--- config.mk ---
export PLATFORM = sky130hd
export DESIGN_NAME = dmem_arbiter
export DESIGN_NICKNAME = d
export VERILOG_FILES = /design/src/rtl/dmem_arbiter.sv
export SDC_FILE = /design/constraint.sdc
export NUM_CORES = 1
export LEC_CHECK = 0
export ABC_AREA = 1
export CAP_MARGIN = 10
export CORE_UTILIZATION = 30
export CTS_BUF_LIST = sky130_fd_sc_hd__clkbuf_16
export DETAILED_ROUTE_END_ITERATION = 6
export GPL_TIMING_DRIVEN = 0
export PLACE_DENSITY_LB_ADDON = 0.08
export SYNTH_ARGS = -nofsm -noshare
export SYNTH_HDL_FRONTEND = slang
export SYNTH_SLANG_ARGS = --single-unit
--- constraint.sdc ---
create_clock -name clk -period 1.4 [get_ports clk]
set_clock_uncertainty 0.2 [all_clocks]
set_input_delay 0.14 -clock clk [delete_from_list [all_inputs] [get_ports clk]]
set_output_delay 0.14 -clock clk [all_outputs]
set_load 0.005 [all_outputs]
--- src/rtl/dmem_arbiter.sv ---
// dmem_arbiter: round-robin arbiter placing N_CORES load/store requesters
// onto the single-port 16-bit data RAM. One access is in flight at a time.
// The RAM address and data are registered one full cycle before RD/WR rise,
// so the level-triggered RD read always sees a stable address.
//
// Ports:
//   clk, rst_n            clock; asynchronous active-low reset
//   req/we[N_CORES]       per-core request and store flag, held until ack
//   addr/wdata            per-core address/store data, core i at [i*W +: W]
//   ack[N_CORES]          one-cycle completion pulse to the granted core
//   rdata, err            load data / out-of-range flag, valid with ack, else 0
//   mem_addr, mem_din     to RAM ADDBUS / DATAIN
//   mem_wr, mem_rd        to RAM WR / RD (never both high)
//   mem_dout              from RAM DATAOUT, sampled only while mem_rd=1
//   acc_cnt               per-core 16-bit ack counters (DMEM_ARB_CNT_EN only)
//
// Build option: define DMEM_ARB_CNT_EN to add the acc_cnt port and counters.

module dmem_arbiter #(
    parameter int N_CORES   = 2,
    parameter int ADDR_W    = 16,
    parameter int DATA_W    = 16,
    parameter int MEM_DEPTH = 1024
) (
    input  logic                      clk,
    input  logic                      rst_n,
    input  logic [N_CORES-1:0]        req,
    input  logic [N_CORES-1:0]        we,
    input  logic [N_CORES*ADDR_W-1:0] addr,
    input  logic [N_CORES*DATA_W-1:0] wdata,
    output logic [N_CORES-1:0]        ack,
    output logic [DATA_W-1:0]         rdata,
    output logic                      err,
    output logic [ADDR_W-1:0]         mem_addr,
    output logic [DATA_W-1:0]         mem_din,
    output logic                      mem_wr,
    output logic                      mem_rd,
    input  logic [DATA_W-1:0]         mem_dout
`ifdef DMEM_ARB_CNT_EN
    ,
    output logic [N_CORES*16-1:0]     acc_cnt
`endif
);

    localparam int IDX_W = $clog2(N_CORES);
    // One extra bit so MEM_DEPTH == 2**ADDR_W still compares correctly.
    localparam logic [ADDR_W:0] DEPTH_LIM = (ADDR_W+1)'(MEM_DEPTH);

    typedef enum logic [1:0] {IDLE, SETUP, ACCESS, RESP} state_t;

    state_t             state, state_n;
    logic [IDX_W-1:0]   ptr, ptr_n;      // last granted core; also the in-flight owner
    logic [IDX_W-1:0]   gnt;
    logic               found;
    logic               op_we, op_we_n;
    logic               in_range;
    logic [ADDR_W-1:0]  mem_addr_n;
    logic [DATA_W-1:0]  mem_din_n, rdata_n;
    logic [N_CORES-1:0] ack_n;
    logic               err_n, mem_wr_n, mem_rd_n;
    int unsigned        idx;

    logic [ADDR_W-1:0]  addr_a  [N_CORES];
    logic [DATA_W-1:0]  wdata_a [N_CORES];

    for (genvar i = 0; i < N_CORES; i++) begin : g_unpack
        assign addr_a[i]  = addr[i*ADDR_W +: ADDR_W];
        assign wdata_a[i] = wdata[i*DATA_W +: DATA_W];
    end

    assign in_range = ({1'b0, mem_addr} < DEPTH_LIM);

    // Round-robin: first requester searching upward from ptr+1, wrapping.
    always_comb begin
        found = 1'b0;
        gnt   = ptr;
        idx   = 0;
        for (int unsigned off = 1; off <= N_CORES; off++) begin
            idx = (32'(ptr) + off) % N_CORES;
            if (!found && req[IDX_W'(idx)]) begin
                found = 1'b1;
                gnt   = IDX_W'(idx);
            end
        end
    end

    always_comb begin
        state_n    = state;
        ptr_n      = ptr;
        op_we_n    = op_we;
        mem_addr_n = mem_addr;
        mem_din_n  = mem_din;
        ack_n      = '0;
        rdata_n    = '0;
        err_n      = 1'b0;
        mem_rd_n   = 1'b0;
        mem_wr_n   = 1'b0;
        case (state)
            IDLE: begin
                if (found) begin
                    ptr_n      = gnt;
                    op_we_n    = we[gnt];
                    mem_addr_n = addr_a[gnt];
                    mem_din_n  = wdata_a[gnt];
                    state_n    = SETUP;
                end
            end
            SETUP: begin
                if (in_range) begin
                    mem_rd_n = !op_we;
                    mem_wr_n = op_we;
                    state_n  = ACCESS;
                end else begin
                    // Out-of-range: skip the RAM entirely and answer with err.
                    ack_n[ptr] = 1'b1;
                    err_n      = 1'b1;
                    state_n    = RESP;
                end
            end
            ACCESS: begin
                // rdata register doubles as the load capture register.
                ack_n[ptr] = 1'b1;
                if (!op_we) rdata_n = mem_dout;
                state_n = RESP;
            end
            RESP: begin
                state_n = IDLE;
            end
            default: state_n = IDLE;
        endcase
    end

    always_ff @(posedge clk or negedge rst_n) begin
        if (!rst_n) begin
            state    <= IDLE;
            ptr      <= IDX_W'(N_CORES - 1);
            op_we    <= 1'b0;
            mem_addr <= '0;
            mem_din  <= '0;
            mem_wr   <= 1'b0;
            mem_rd   <= 1'b0;
            ack      <= '0;
            rdata    <= '0;
            err      <= 1'b0;
        end else begin
            state    <= state_n;
            ptr      <= ptr_n;
            op_we    <= op_we_n;
            mem_addr <= mem_addr_n;
            mem_din  <= mem_din_n;
            mem_wr   <= mem_wr_n;
            mem_rd   <= mem_rd_n;
            ack      <= ack_n;
            rdata    <= rdata_n;
            err      <= err_n;
        end
    end

`ifdef DMEM_ARB_CNT_EN
    logic [15:0] cnt [N_CORES];

    always_ff @(posedge clk or negedge rst_n) begin
        if (!rst_n) begin
            for (int unsigned i = 0; i < N_CORES; i++) cnt[i] <= '0;
        end else if (state == RESP) begin
            cnt[ptr] <= cnt[ptr] + 16'd1;
        end
    end

    for (genvar i = 0; i < N_CORES; i++) begin : g_cnt
        assign acc_cnt[i*16 +: 16] = cnt[i];
    end
`endif

endmodule

==> metrics, run 1 <==
status=complete, but fails checks; failing checks=setup timing; H-tree Lvls=3; Area Overhead vs Synth=83.33%; 1st-iter DRT viols=40; CP Capture Type=flip-flop; Top Family by Delay on Critical Path=flip-flops; Clk network pwr share=0.244; Multi-input gate area=1072 µm²; Max IR drop VDD=0.7228 mV; count of pins over their slew limit=0; Distinct cells, synth=17; global-route wire length before repair=12080 µm; EDFF count, synth=0; proportion of layout cells with a drive suffix above 1=0.1650; final hold violations=0; Mapped Cells=343; gr usage total=0.1626; XOR/XNOR Fraction of Synth Area=0; placed cell count=590; I/O pins=139; via count=2640; worst r2r src=ptr$_DFFE_PN1P_; Compound-Gate Fraction of Synth Area=0.07406; clock tree buffer depth=2; syn avg cell area=7.832 µm²; WP buf/inv=2; crit start category=flip-flop; cells along the critical path=nand2_4 -> o21ai_4 -> clkbuf_16 -> clkbuf_16 -> nand2_2 -> o21ai_1 -> nand2_1 -> nand2_1; sequential power share=0.282; Switching Power=3.187 mW; PnR worst setup slack=-242.9 ps; Max Freq=0.6087 GHz; top-area cell type share of the netlist area=0.5217; number of global-route vias before repair=2575; Synth Area in Adders=0.01863; Avg WL per Cell=12.35 µm; Max Cap Viol=0; simple-gate share of the synthesized area=0.2459; Final Util=0.5675; TritonCTS clock tree=built; clk slew on worst S/H paths=50 ps; fin nets=600; # DRC=0; RSZ-0062 raised after global routing=yes; ant diodes=0; largest family of logic cells by synthesized area=simple AND/OR/NAND/NOR gates; clock sinks=57; combinational share of power=0.475; Tcrit/Tclk final=1.174; Port Buffers=138; internal power=6.157 mW; Cell Count, Final, Fillers Out=623; Pre-antenna DRT Iters=4; filler instances=861; gr ovfl total=0; area leader, netlist=dfrtp_1; Leak Pwr=2.673 nW; worst path arrival time=1700 ps; largest net degree at the start of global routing=33; Commonest cells post-synth=nand2_1 (142), dfrtp_1 (56), inv_1 (55); minimum clock period=1643 ps; relative slew slack=0.5866; Cell Area, Synth=2686 µm²; RePlAce Congestion=0.7112; Yosys reg bits=57; ys flop type=dfrtp_1; worst-path fanout max=5; synthesized net count=433; FFs w/ async S/R, synth=1.000; Seq. cell area=1428 µm²; Final setup viols=36; Switching Share=0.3411; mux contribution to synthesized area=0; hold path start=mem_dout[9]; required time worst endpoint=1460 ps; Initial Utilization=0.3095; actual slew at the worst max-slew pin=620.1 ps; post-DP HPWL=5281 µm; crit path launch=ptr$_DFFE_PN1P_; core area=8678 µm²; most common cell in the netlist=nand2_1; via-per-instance ratio=4.238; die width=96.63 µm; share of the yosys chip area belonging to registers=0.5314; clk_lat worst skew=320 ps; Setup CP Type=reg2reg; Root Driver=clkbuf_16; TritonCTS buffer count=9; Ys Warns=0; Synth area leaders=dfrtp_1 (52%), nand2_1 (20%), inv_1 (7.7%); antenna violations before repair=0; Max stage delay on crit path=610 ps; post-route antenna net violation count=0; num rows=34; DIE AREA=9336 µm²; Post-Route WL=7697 µm; Worst Hold Class=in2reg; Die H=96.63 µm; pwr/cell area=1897 nW/µm²; Slowest cell on crit path=dfstp_2
final timing paths:
path                                       endpoint  slack, ps  cells after the start
max reg2reg                mem_addr[11]$_DFFE_PN0P_       -240                      8
max in group asynchronous           ptr$_DFFE_PN1P_        170                      3
min in group asynchronous        rdata[1]$_DFF_PN0_        160                      2
max                        mem_addr[11]$_DFFE_PN0P_       -240                      8
min reg2reg                        mem_rd$_DFF_PN0_        250                      1
min                              rdata[9]$_DFF_PN0_        130                      3
worst min-delay path: cells and delay by family:
| kind | cells | cell delay [ps] |
|---|---|---|
| buf+inv | 2 | 440 |
| simple gates | 1 | 30 |
through the flow:
stage	power (mW)	setup TNS (ps)	setup slack (ps)	hold WS, ps	cell area [µm²]
global placement	6.364	-124690	-1940	240.6	4207
floorplan	4.472	-2930	-89.29	-355.6	2690
CTS	8.832	-6226	-212.4	119.0	4648
finish	9.344	-7342	-242.9	127.0	4925
global route	10.03	-10420	-325.6	136.3	4925
detailed placement	6.424	-15460	-465.8	-4.661	4222
cells by family (layout without fill, tap and decap cells):
| group | Yosys count | in the layout |
|---|---|---|
| AOI/OAI and AO/OA | 39 | 39 |
| adders and majority gates | 4 | 4 |
| buffers and inverters | 71 | 243 |
| DFF | 57 | 57 |
| and+or+nand+nor | 172 | 172 |
cell type report:
type,instances,area share
Tap cell,108,0.02744
Timing Repair Buffer,156,0.3194
Inverter,57,0.04599
Sequential cell,57,0.2899
Buffer,14,0.03659
Clock buffer,9,0.04573
Multi-Input combinational cell,215,0.2177
Clock inverter,7,0.01728
flip-flops by register name, indices dropped and copies added, names as in the netlist:
register,cells
mem_wr,1
mem_addr,16
op_we,1
ack,2
err,1
rdata,16
state,2
ptr,1
mem_din,16
mem_rd,1
cell usage in the layout, fill, tap and decap left out, types with 3 or more instances in the layout:
| cell type | count |
|---|---|
| nand2_1 | 126 |
| clkdlybuf4s50_1 | 84 |
| dfrtp_1 | 56 |
| inv_1 | 53 |
| dlygate4sd2_1 | 53 |
| nor2_1 | 21 |
| o21ai_1 | 16 |
| clkbuf_16 | 14 |
| nand2_2 | 13 |
| buf_4 | 11 |
| o21ai_2 | 11 |
| o21ai_0 | 9 |
| buf_12 | 7 |
| nand2_4 | 4 |
| inv_2 | 3 |
| nand3_1 | 3 |
| clkbuf_4 | 3 |
| buf_6 | 3 |
power by group through the flow:
stage	Combinational (mW)	Sequential [mW]	Clock [mW]
floorplan	1.77	2.70	0
global placement	3.71	2.65	0
detailed placement	3.76	2.66	0
CTS	3.87	2.63	2.34
global route	4.92	2.71	2.40
finish	4.44	2.63	2.28
repair_timing:
action,in CTS,in global routing
endpoints found under the setup margin,97,40
cloned,0,5
endpoints found under the hold margin,25,0
hold buffers,1,0
resized for setup,99,42
pin swaps,4,25
setup buffers,10,1
per-layer routing:
metal | GRT usage | vias to the layer above | share of wire
li1 | - | 1354 | -
met1 | 0.1911 | 1198 | 0.42
met2 | 0.2795 | 75 | 0.51
met3 | 0.04191 | 13 | 0.044
met4 | 0.07003 | 0 | 0.020
met5 | 0 | - | 0
Power figures use the tool's default switching activity.
==> inputs of run 2 (changes only) <==
--- a/config.mk
+++ b/config.mk
@@ -7,7 +7,7 @@
 export LEC_CHECK = 0
 export ABC_AREA = 1
 export CAP_MARGIN = 10
-export CORE_UTILIZATION = 30
+export CORE_UTILIZATION = 36
 export CTS_BUF_LIST = sky130_fd_sc_hd__clkbuf_16
 export DETAILED_ROUTE_END_ITERATION = 6
 export GPL_TIMING_DRIVEN = 0
@@ -15,3 +15,4 @@
 export SYNTH_ARGS = -nofsm -noshare
 export SYNTH_HDL_FRONTEND = slang
 export SYNTH_SLANG_ARGS = --single-unit
+export TNS_END_PERCENT = 50
==> metrics, run 2 (synthesis results as in run 1) <==
post-route antenna net violation count=0; post-DP HPWL=5183 µm; H-tree Lvls=3; crit path launch=ptr$_DFFE_PN1P_; gr usage total=0.1859; Area Overhead vs Synth=77.97%; Max stage delay on crit path=620 ps; most frequent CP cell=nand2_1; clk_lat worst skew=310 ps; PnR worst setup slack=-255.7 ps; Die H=88.38 µm; Setup CP Type=reg2reg; ant diodes=0; I/O pins=139; Place WS=-465.6 ps; final hold violations=0; CP Capture Type=flip-flop; cells along the critical path=nand2_4 -> o21ai_4 -> buf_12 -> clkbuf_16 -> nand2_1 -> o21ai_1 -> nand2_1 -> nand2_1; global-route wire length before repair=11120 µm; minimum clock period=1656 ps; relative slew slack=0.6184; RSZ-0062 raised after global routing=yes; worst-path fanout max=9; DIE AREA=7811 µm²; TritonCTS buffer count=9; Seq. cell area=1428 µm²; gr ovfl total=0; clock tree buffer depth=2; clk slew on worst S/H paths=50 ps; Slowest cell on crit path=dfstp_2; top flop regs=mem_addr (16), mem_din (16), rdata (16); R2R Setup Slk=-260 ps; Top Family by Delay on Critical Path=flip-flops; Root Driver=clkbuf_16; commonest non-fill, non-tap cells in the layout=nand2_1 (127), clkdlybuf4s50_1 (84), dfrtp_1 (56); die width=88.38 µm; worst path arrival time=1710 ps; count of pins over their slew limit=0; clock sinks=57; Pre-antenna DRT Iters=4; via-per-instance ratio=4.343; number of global-route vias before repair=2461; fin nets=602; Max Freq=0.6040 GHz; Leak Pwr=2.630 nW; antenna violations before repair=0; # DRC=0; Initial Utilization=0.3724; worst r2r src=ptr$_DFFE_PN1P_; actual slew at the worst max-slew pin=572.4 ps; Port Buffers=138; core area=7214 µm²; RePlAce Congestion=0.7095; largest net degree at the start of global routing=35; required time worst endpoint=1460 ps; TritonCTS clock tree=built; num rows=31; crit start category=flip-flop; Final setup viols=34; Avg WL per Cell=12.14 µm; Post-Route WL=7476 µm; status=complete, but fails checks; setup TNS=-7478 ps; commonest non-fill, non-tap cell in the layout=nand2_1; Max Cap Viol=0; Worst Hold Class=in2reg; pwr/cell area=1829 nW/µm²; via count=2675; Max IR drop VDD=1.014 mV; 1st-iter DRT viols=80; hold path start=mem_dout[13]; failing checks=setup timing; filler instances=677; proportion of layout cells with a drive suffix above 1=0.1567; Tcrit/Tclk final=1.183; Multi-input gate area=997.2 µm²; WP buf/inv=2
run 2: timing repair:
| item | 4_1_cts | 5_1_grt |
|---|---|---|
| hold endpoints to repair | 23 | 0 |
| gates resized for setup | 91 | 33 |
| buffers inserted | 10 | 3 |
| hold buffers | 1 | 0 |
| cloned | 0 | 5 |
| pin swaps | 5 | 8 |
| setup endpoints to repair | 97 | 53 |
run 2: tightest hold or removal path, delay by kind of cell:
kind	cells	cell delay, ps
buf+inv	2	440
simple gates	1	40
run 2: layout make-up:
class	instances	share of cell area
buffer	14	0.03769
clock buffer	9	0.04711
clock inverter	7	0.008113
inverter	57	0.04632
multi-input combinational	215	0.2086
sequential	57	0.2986
tap	99	0.02591
timing repair buffer	158	0.3277
run 2: metrics by stage:
step	hold slack [ps]	util	total power, mW	cell area, µm²	std cells
2_1_floorplan	-355.6	-	4.468	2689	343
3_3_place_gp	261.3	0.5813	6.314	4194	580
3_5_place_dp	-17.92	0.5834	6.382	4209	581
4_1_cts	134.3	0.6318	8.271	4558	608
5_1_grt	143.5	0.6627	9.388	4781	616
6_report	138.2	0.6627	8.745	4781	616
run 2: where the power goes:
part | leakage (nW) | switching, mW | total, mW | internal (mW)
logic | 1.76 | 1.99 | 4.21 | 2.22
registers | 0.734 | 0.330 | 2.63 | 2.31
clock network | 0.132 | 0.723 | 1.90 | 1.17
run 2: final timing paths:
| check | endpoint | depth (start not counted) |
|---|---|---|
| min | rdata[13]$_DFF_PN0_ | 3 |
| max reg2reg | mem_addr[11]$_DFFE_PN0P_ | 8 |
| max | mem_addr[11]$_DFFE_PN0P_ | 8 |
| min reg2reg | mem_addr[9]$_DFFE_PN0P_ | 2 |
| max in group asynchronous | mem_din[9]$_DFFE_PN0P_ | 3 |
| min in group asynchronous | state[0]$_DFFE_PN0P_ | 2 |
run 2: layer usage:
layer  global-route usage  wire length (µm)
met5                    0                 0
met4              0.06598                52
met3              0.05037               500
met2               0.3210              3689
met1               0.2231              3233
